File: src/rtl/kband_arrow_mem_writer.sv
// Packs a traceback-arrow byte stream little-endian into 32-bit words and writes them to
// consecutive RAM words over Avalon-MM. Optional address wrap at DEPTH-1: KBAND_WR_WRAP_EN.
//  state   | meaning
//  S_IDLE  | waiting for start
//  S_FILL  | accepting bytes into the word buffer
//  S_WRITE | Avalon write held until waitrequest drops
//  S_DONE  | one-cycle done pulse, then idle
//  S_HALT  | last RAM word written, input back-pressured until start
module kband_arrow_mem_writer #(
    parameter int ADDR_W = 13,
    parameter int DEPTH  = 8192
) (
    input  logic              clk,
    input  logic              reset_n,
    input  logic              start,
    input  logic [ADDR_W-1:0] base_addr,
    input  logic              in_valid,
    output logic              in_ready,
    input  logic [7:0]        in_data,
    input  logic              in_last,
    output logic [ADDR_W-1:0] avm_address,
    output logic              avm_chipselect,
    output logic              avm_write,
    output logic [3:0]        avm_byteenable,
    output logic [31:0]       avm_writedata,
    input  logic              avm_waitrequest,
    output logic              busy,
    output logic              done,
    output logic              full,
    output logic [ADDR_W:0]   word_count
);

    typedef enum logic [2:0] {S_IDLE, S_FILL, S_WRITE, S_DONE, S_HALT} state_t;

    localparam logic [ADDR_W-1:0] LAST_ADDR = ADDR_W'(DEPTH - 1);
    localparam logic [ADDR_W:0]   CNT_MAX   = (ADDR_W + 1)'(DEPTH);

    state_t            state_q, state_d;
    logic [ADDR_W-1:0] addr_q, addr_d;
    logic [31:0]       data_q, data_d;
    logic [3:0]        be_q, be_d;
    logic [1:0]        lane_q, lane_d;
    logic              last_q, last_d;
    logic              done_q, done_d;
    logic              full_q, full_d;
    logic [ADDR_W:0]   cnt_q, cnt_d;

    always_comb begin
        state_d = state_q;
        addr_d  = addr_q;
        data_d  = data_q;
        be_d    = be_q;
        lane_d  = lane_q;
        last_d  = last_q;
        done_d  = 1'b0;
        full_d  = full_q;
        cnt_d   = cnt_q;
        case (state_q)
            S_IDLE, S_HALT: begin
                if (start) begin
                    state_d = S_FILL;
                    addr_d  = base_addr;
                    data_d  = '0;
                    be_d    = '0;
                    lane_d  = '0;
                    last_d  = 1'b0;
                    full_d  = 1'b0;
                    cnt_d   = '0;
                end
            end
            S_FILL: begin
                if (in_valid) begin
                    data_d[{lane_q, 3'b000} +: 8] = in_data;
                    be_d[lane_q] = 1'b1;
                    lane_d = lane_q + 2'd1;
                    last_d = in_last;
                    if (lane_q == 2'd3 || in_last) state_d = S_WRITE;
                end
            end
            S_WRITE: begin
                if (!avm_waitrequest) begin
                    cnt_d  = (cnt_q == CNT_MAX) ? cnt_q : cnt_q + 1'b1;
                    data_d = '0;
                    be_d   = '0;
                    lane_d = '0;
                    last_d = 1'b0;
                    if (last_q) begin
                        state_d = S_DONE;
                        done_d  = 1'b1;
                    end else if (addr_q == LAST_ADDR) begin
`ifdef KBAND_WR_WRAP_EN
                        addr_d  = '0;
                        state_d = S_FILL;
`else
                        full_d  = 1'b1;
                        done_d  = 1'b1;
                        state_d = S_HALT;
`endif
                    end else begin
                        addr_d  = addr_q + 1'b1;
                        state_d = S_FILL;
                    end
                end
            end
            S_DONE:  state_d = S_IDLE;
            default: state_d = S_IDLE;
        endcase
    end

    always_ff @(posedge clk or negedge reset_n) begin
        if (!reset_n) begin
            state_q <= S_IDLE;
            addr_q  <= '0;
            data_q  <= '0;
            be_q    <= '0;
            lane_q  <= '0;
            last_q  <= 1'b0;
            done_q  <= 1'b0;
            full_q  <= 1'b0;
            cnt_q   <= '0;
        end else begin
            state_q <= state_d;
            addr_q  <= addr_d;
            data_q  <= data_d;
            be_q    <= be_d;
            lane_q  <= lane_d;
            last_q  <= last_d;
            done_q  <= done_d;
            full_q  <= full_d;
            cnt_q   <= cnt_d;
        end
    end

    // All outputs are flops or single-state decodes of state_q.
    assign in_ready       = (state_q == S_FILL);
    assign avm_write      = (state_q == S_WRITE);
    assign avm_chipselect = (state_q == S_WRITE);
    assign avm_address    = addr_q;
    assign avm_writedata  = data_q;
    assign avm_byteenable = be_q;
    assign busy           = (state_q != S_IDLE);
    assign done           = done_q;
    assign full           = full_q;
    assign word_count     = cnt_q;

endmodule

File: config.mk
export PLATFORM = sky130hd
export DESIGN_NAME = kband_arrow_mem_writer
export DESIGN_NICKNAME = d
export VERILOG_FILES = /design/src/rtl/kband_arrow_mem_writer.sv
export SDC_FILE = /design/constraint.sdc
export NUM_CORES = 1
export LEC_CHECK = 0
export ABC_AREA = 1
export CORE_MARGIN = 2
export CORE_UTILIZATION = 40
export DETAILED_ROUTE_END_ITERATION = 10
export PLACE_DENSITY = 0.71
export SLEW_MARGIN = 25
export SYNTH_ARGS = -nofsm -noshare
export SYNTH_HDL_FRONTEND = slang
export SYNTH_SLANG_ARGS = --single-unit
File: constraint.sdc
create_clock -name clk -period 2.4 [get_ports clk]
set_clock_uncertainty 0.15 [all_clocks]
set_input_delay 0.24 -clock clk [delete_from_list [all_inputs] [get_ports clk]]
set_output_delay 0.24 -clock clk [all_outputs]
set_load 0.02 [all_outputs]
* After elaboration in Yosys (flattened, before gate mapping)
Cells that the tools add are included.
Cells by class: add/subtract/negate cells 4, $lt $le $gt $ge 2, shift operators 2, bitwise logic cells 1, multiplexer cells 43, reductions and logical operators 12, eq/ne operators 14
Operators with widths (number):
- two-way mux 32 bit | 3
- one-hot mux 32 bit (3 select lines) | 1
- two-way mux 13 bit | 4
- two-way mux 14 bit | 3
- bitwise mux 32 bit | 1
- variable shift 8 x 7 -> 32 bit (first input constant) | 1
- variable part select 8 x 7 -> 32 bit | 1
- one-hot mux 14 bit (2 select lines) | 1
- one-hot mux 13 bit (2 select lines) | 1
- two-way mux 3 bit | 6
- adder 14 x 1 -> 14 bit (second input constant) | 1
- == test 14 bit (second input constant) | 1
- adder 13 x 1 -> 13 bit (second input constant) | 1
- == test 13 bit (second input constant) | 1
- two-way mux 4 bit | 3
- inequality test 2 bit (second input constant) | 6
- one-hot mux 4 bit (3 select lines) | 1
- AND reduction 4 bit | 3
- two-way mux 1 bit | 11
- AND reduction 5 bit | 2
- one-hot mux 3 bit (3 select lines) | 1
- negator 5 -> 7 bit | 1
- two-way mux 2 bit | 3
- one-hot mux 2 bit (3 select lines) | 1
- 18 further kinds | 20
Storage, ports and cells: input port bits 27, logic and storage cells 87, output and inout bits 69, register bits after elaboration 71

* Depth between registers and ports, before layout
depth in word-level cells 7, mapped depth 10, mapped depth without buffers 9

* Worst setup path before layout
OpenSTA, ideal clock, no wires.
path type flip-flop to flip-flop, start register lane_q[0], end register lane_q[1], path slack -61 ps, library setup time 78 ps, cell stages (with the launch flop) 8, arrival 2233 ps, period minus slack after synthesis 2461 ps, data required time 2172 ps, path buffers 2, path through dfrtp_1 -> clkbuf_1 -> clkinv_1 -> ha_1 -> clkbuf_1 -> nand2_1 -> nor2_1 -> o21bai_1
On the way: longest elaborated chain between the ends 3
Ends and longest elaborated chain:
- start: declaration | RTL line 42 | logic [1:0] lane_q, lane_d;
- start signal: assignment | RTL line 126 | lane_q <= lane_d;
- adder 2 x 1 -> 2 bit | RTL line 75 | lane_d = lane_q + 2'd1;
- two-way mux 2 bit | RTL line 72 | if (in_valid) begin
- one-hot mux 2 bit (3 select lines) | RTL line 58 | case (state_q)
No other way between the ends. The select of a mux whose other input is x is not followed. A chain may end at the register's enable or synchronous reset.

* Final worst setup path
start register state_q[2], end output port avm_write
On the way: longest elaborated chain between the ends 1
Ends and longest elaborated chain:
- start: declaration | RTL line 38 | state_t state_q, state_d;
- start signal: assignment | RTL line 122 | state_q <= state_d;
- == test 3 x 2 -> 1 bit | RTL line 136 | assign avm_write = (state_q == S_WRITE);
- end: declaration | RTL line 23 | output logic avm_write,
No other way between the ends.

==> results.tsv <==
stage	metric	value	unit
placement	Port Buffers	95	
logic_synthesis	xor/xnor share of the synthesized area	0.0150	
logic_synthesis	Netlist Area Pre-Place	4100	um^2
placement	Final HPWL DP	7890	um
setup_path	CP max FO	8	
logic_synthesis	asr flop ratio synth	1.00	
cts	clock sink total	71	
grt	M1 GR Usage	0.257	
setup_path	FF-to-FF Start	lane_q[1]	
logic_synthesis	Synth top cells by count	nand2_1, dfrtp_1, nand3_1	
sta	Fmax	432	MHz
setup_path	crit-path max cell delay	0.63	ns
grt	Total GRT Usage	0.197	
cts	CTS tree	built	
drt	Via Count	4081	
grt	initial antenna violation count	0	
logic_synthesis	number of synthesized flops with an enable pin	0	
logic_synthesis	mux contribution to synthesized area	0.00488	
logic_synthesis	largest family of logic cells by synthesized area	simple AND/OR/NAND/NOR gates	
logic_synthesis	Post-Syn Instances	585	
sta	final hold vios	0	
logic_synthesis	yosys warns	0	
setup_path	startpoint types	register	
logic_synthesis	cell with the most instances after synthesis	nand2_1	
logic_synthesis	Synth Area in Adders	0.0336	
sta	Slew @ Worst Pin	0.640	ns
logic_synthesis	Area contributors post-synth	dfrtp_1, nand2_1, nand3_1	
logic_synthesis	top_reg_cell synth	dfrtp_1	
drt	post-DR wirelength/cell	13.0	um
drt	post-DR vias/cell	4.95	
grt	met3 Use GR	0.0359	
floorplanning	io pins	96	
setup_path	worst setup path start	state_q[2]	
cts	worst skew pair latency	0.35	ns
logic_synthesis	Synth Area in Compound Gates	0.0458	
setup_path	FF-to-FF End	avm_writedata[14]	
worst_hold_path	Hold/Removal Path Class	in2async	
placement	Placed Instances	807	
floorplanning	die width	105	um
placement	GPL Wtd Cong	0.871	
grt	largest net degree at the start of global routing	38	
pwr	power per cell area	1020	nW/um^2
drt	Total Wirelength	10700	um
setup_path	CP Capture Type	output pin	
setup_path	Critical Path Most Common Cell	inv_1	
setup_path	reg2reg path depth	6	
floorplanning	die footprint	11100	um^2
setup_path	Buf/Inv on CP	3	
drt	Pre-Repair DR Iteration Count	5	
grt	met2 Usage GRT	0.334	
sta	fin crit share	0.964	
final_layout	Post-Layout Cell Count	824	
logic_synthesis	post-synth cell types	28	
logic_synthesis	Synth top area share	0.433	
final_layout	antenna cell count	0	
sta	Slew Limit Fails	0	
drt	drt initial violations	202	
logic_synthesis	sequential area share after synthesis	0.433	
sta	# setup viols final	0	
drt	DRT antenna net count	0	
sta	final worst path period need	2.31	ns
floorplanning	Die Y	105	um
cts	Post CTS Setup Buffer Count	0	
logic_synthesis	Synth area leader	dfrtp_1	
grt	vias in the first global route	3772	
setup_path	reg2reg setup slack	0.32	ns
logic_synthesis	mean cell area of the mapped netlist	7.01	um^2
setup_path	slowest stage cell, crit path	clkdlybuf4s50_1	
final_layout	Layout Nets	724	
grt	first-pass GRT wire length	17900	um
setup_path	cells along the critical path	inv_1 > nand3_2 > inv_1 > clkdlybuf4s50_1	
cts	Reg clk slew, reported paths	0.08	ns
sta	Slew headroom	0.573	
floorplanning	row count	36	
status	status	completed	
logic_synthesis	Net Count, Synth	623	
pwr	Pleak	2.64	nW
drt	residual DRC count	0	
pwr	maximum vdd ir drop	0.000616	V
sta	worst hold slack	0.300	ns
setup_path	WS Path Type	reg2out	
floorplanning	core area	9860	um^2
logic_synthesis	post-synthesis simple-gate area fraction	0.409	
final_layout	Layout area overhead	33.4	%
setup_path	Critical Path RT	2.01	ns
job	max_cap viols	0	
final_layout	share of cells above drive strength 1	0.0579	
grt	layer with the highest usage	met2	
setup_path	Crit path max-delay family	buffers and inverters	
setup_path	Worst Path Arrival	1.92	ns
cts	clock root cell	clkbuf_8	
cts	H-tree Lvls	3	
grt	gr ovfl total	0	
cts	Max clock buf depth	2	
floorplanning	Initial Util	0.416	
logic_synthesis	Yosys reg bits	71	
cts	Inserted Clock Buffers	9	
logic make-up after synthesis:
| kind of cell | Yosys count |
|---|---|
| AND/OR/NAND/NOR | 399 |
| AO/OA/AOI/OAI | 36 |
| buffers and inverters | 59 |
| multiplexers | 2 |
| XOR/XNOR | 7 |
| flip-flops | 71 |
| adder cells (fa/ha/maj) | 11 |
worst register-to-register path: stages (launching register included):
cell and delay [ns]:
dfrtp_1 0.44, inv_1 0.14, ha_1 0.50, nand2_1 0.27, nor2_1 0.32, nand2_1 0.11, nand2_1 0.08
metal layers:
metal | share of wire | up-vias
met5 | 0 | -
met4 | 0.0099 | 0
met3 | 0.064 | 13
met2 | 0.48 | 146
met1 | 0.44 | 1854
li1 | - | 2068
timing repair:
item | in CTS | in global routing
setup endpoints to repair | 0 | 2
hold buffers | 1 | 0
gates resized for setup | 0 | 1
hold endpoints to repair | 25 | 0
flip-flops by register name, indices dropped and copies added, names as in the netlist:
name / flops
avm_writedata: 32
word_count: 14
avm_address: 13
avm_byteenable: 4
state_q: 3
lane_q: 2
done: 1
full: 1
last_q: 1
area by class of cell:
| class | instances | area, um^2 |
|---|---|---|
| fill | 924 | 4390 |
| multi-input combinational | 455 | 2080 |
| sequential | 71 | 1780 |
| timing repair buffer | 109 | 1070 |
| tap | 133 | 166 |
| clock buffer | 13 | 159 |
| inverter | 40 | 151 |
| clock inverter | 3 | 65.1 |
worst max-delay path by stage:
| stage | endpoint | slack (ns) | depth (start not counted) |
|---|---|---|---|
| 3_5_place_dp | avm_writedata[18] | 0.25 | 10 |
| 6_report | avm_write | 0.09 | 4 |
| 3_3_place_gp | avm_writedata[21] | 0.30 | 10 |
| 2_1_floorplan | lane_q[1] | 0.07 | 7 |
| 4_1_cts | avm_chipselect | 0.05 | 4 |
| 5_1_grt | avm_write | -0.0009 | 4 |
layout by cell type (no fill, tap or decap), types with 2 or more instances in the layout:
| cell type | instances |
|---|---|
| o21bai_1 | 2 |
| nor2_1 | 58 |
| nand3_2 | 2 |
| clkdlybuf4s50_1 | 93 |
| nand4_1 | 8 |
| inv_2 | 2 |
| a21oi_1 | 5 |
| o21ai_1 | 5 |
| bufinv_16 | 2 |
| xor2_1 | 7 |
| buf_4 | 12 |
| mux2i_1 | 2 |
| nand2_1 | 236 |
| nor3_1 | 19 |
| clkinv_2 | 2 |
| inv_1 | 37 |
| nor2_2 | 3 |
| dfrtp_1 | 71 |
| o21ai_0 | 23 |
| clkbuf_8 | 11 |
| ha_1 | 11 |
| nand3_1 | 66 |
| clkbuf_1 | 2 |
| or2_0 | 2 |
stage by stage:
stage	TNS (ns)	power (W)	util	cell area [um^2]	setup WS (ns)
after global routing	-0.000858	0.00603	0.555	5470	-0.000858
final	0	0.00560	0.555	5470	0.0868
after floorplan	0	0.00349	-	4100	0.0702
after CTS	0	0.00564	0.554	5470	0.0470
after detailed placement	0	0.00453	0.531	5230	0.247
after global placement	0	0.00446	0.531	5230	0.304
power by group:
part,total [W],switching (W),internal [W]
clock network,0.00109,0.000448,0.000642
registers,0.00173,0.000282,0.00145
logic,0.00278,0.00176,0.00102
total,0.00560,0.00249,0.00311
Note: power is estimated with default switching activity, not from simulation.
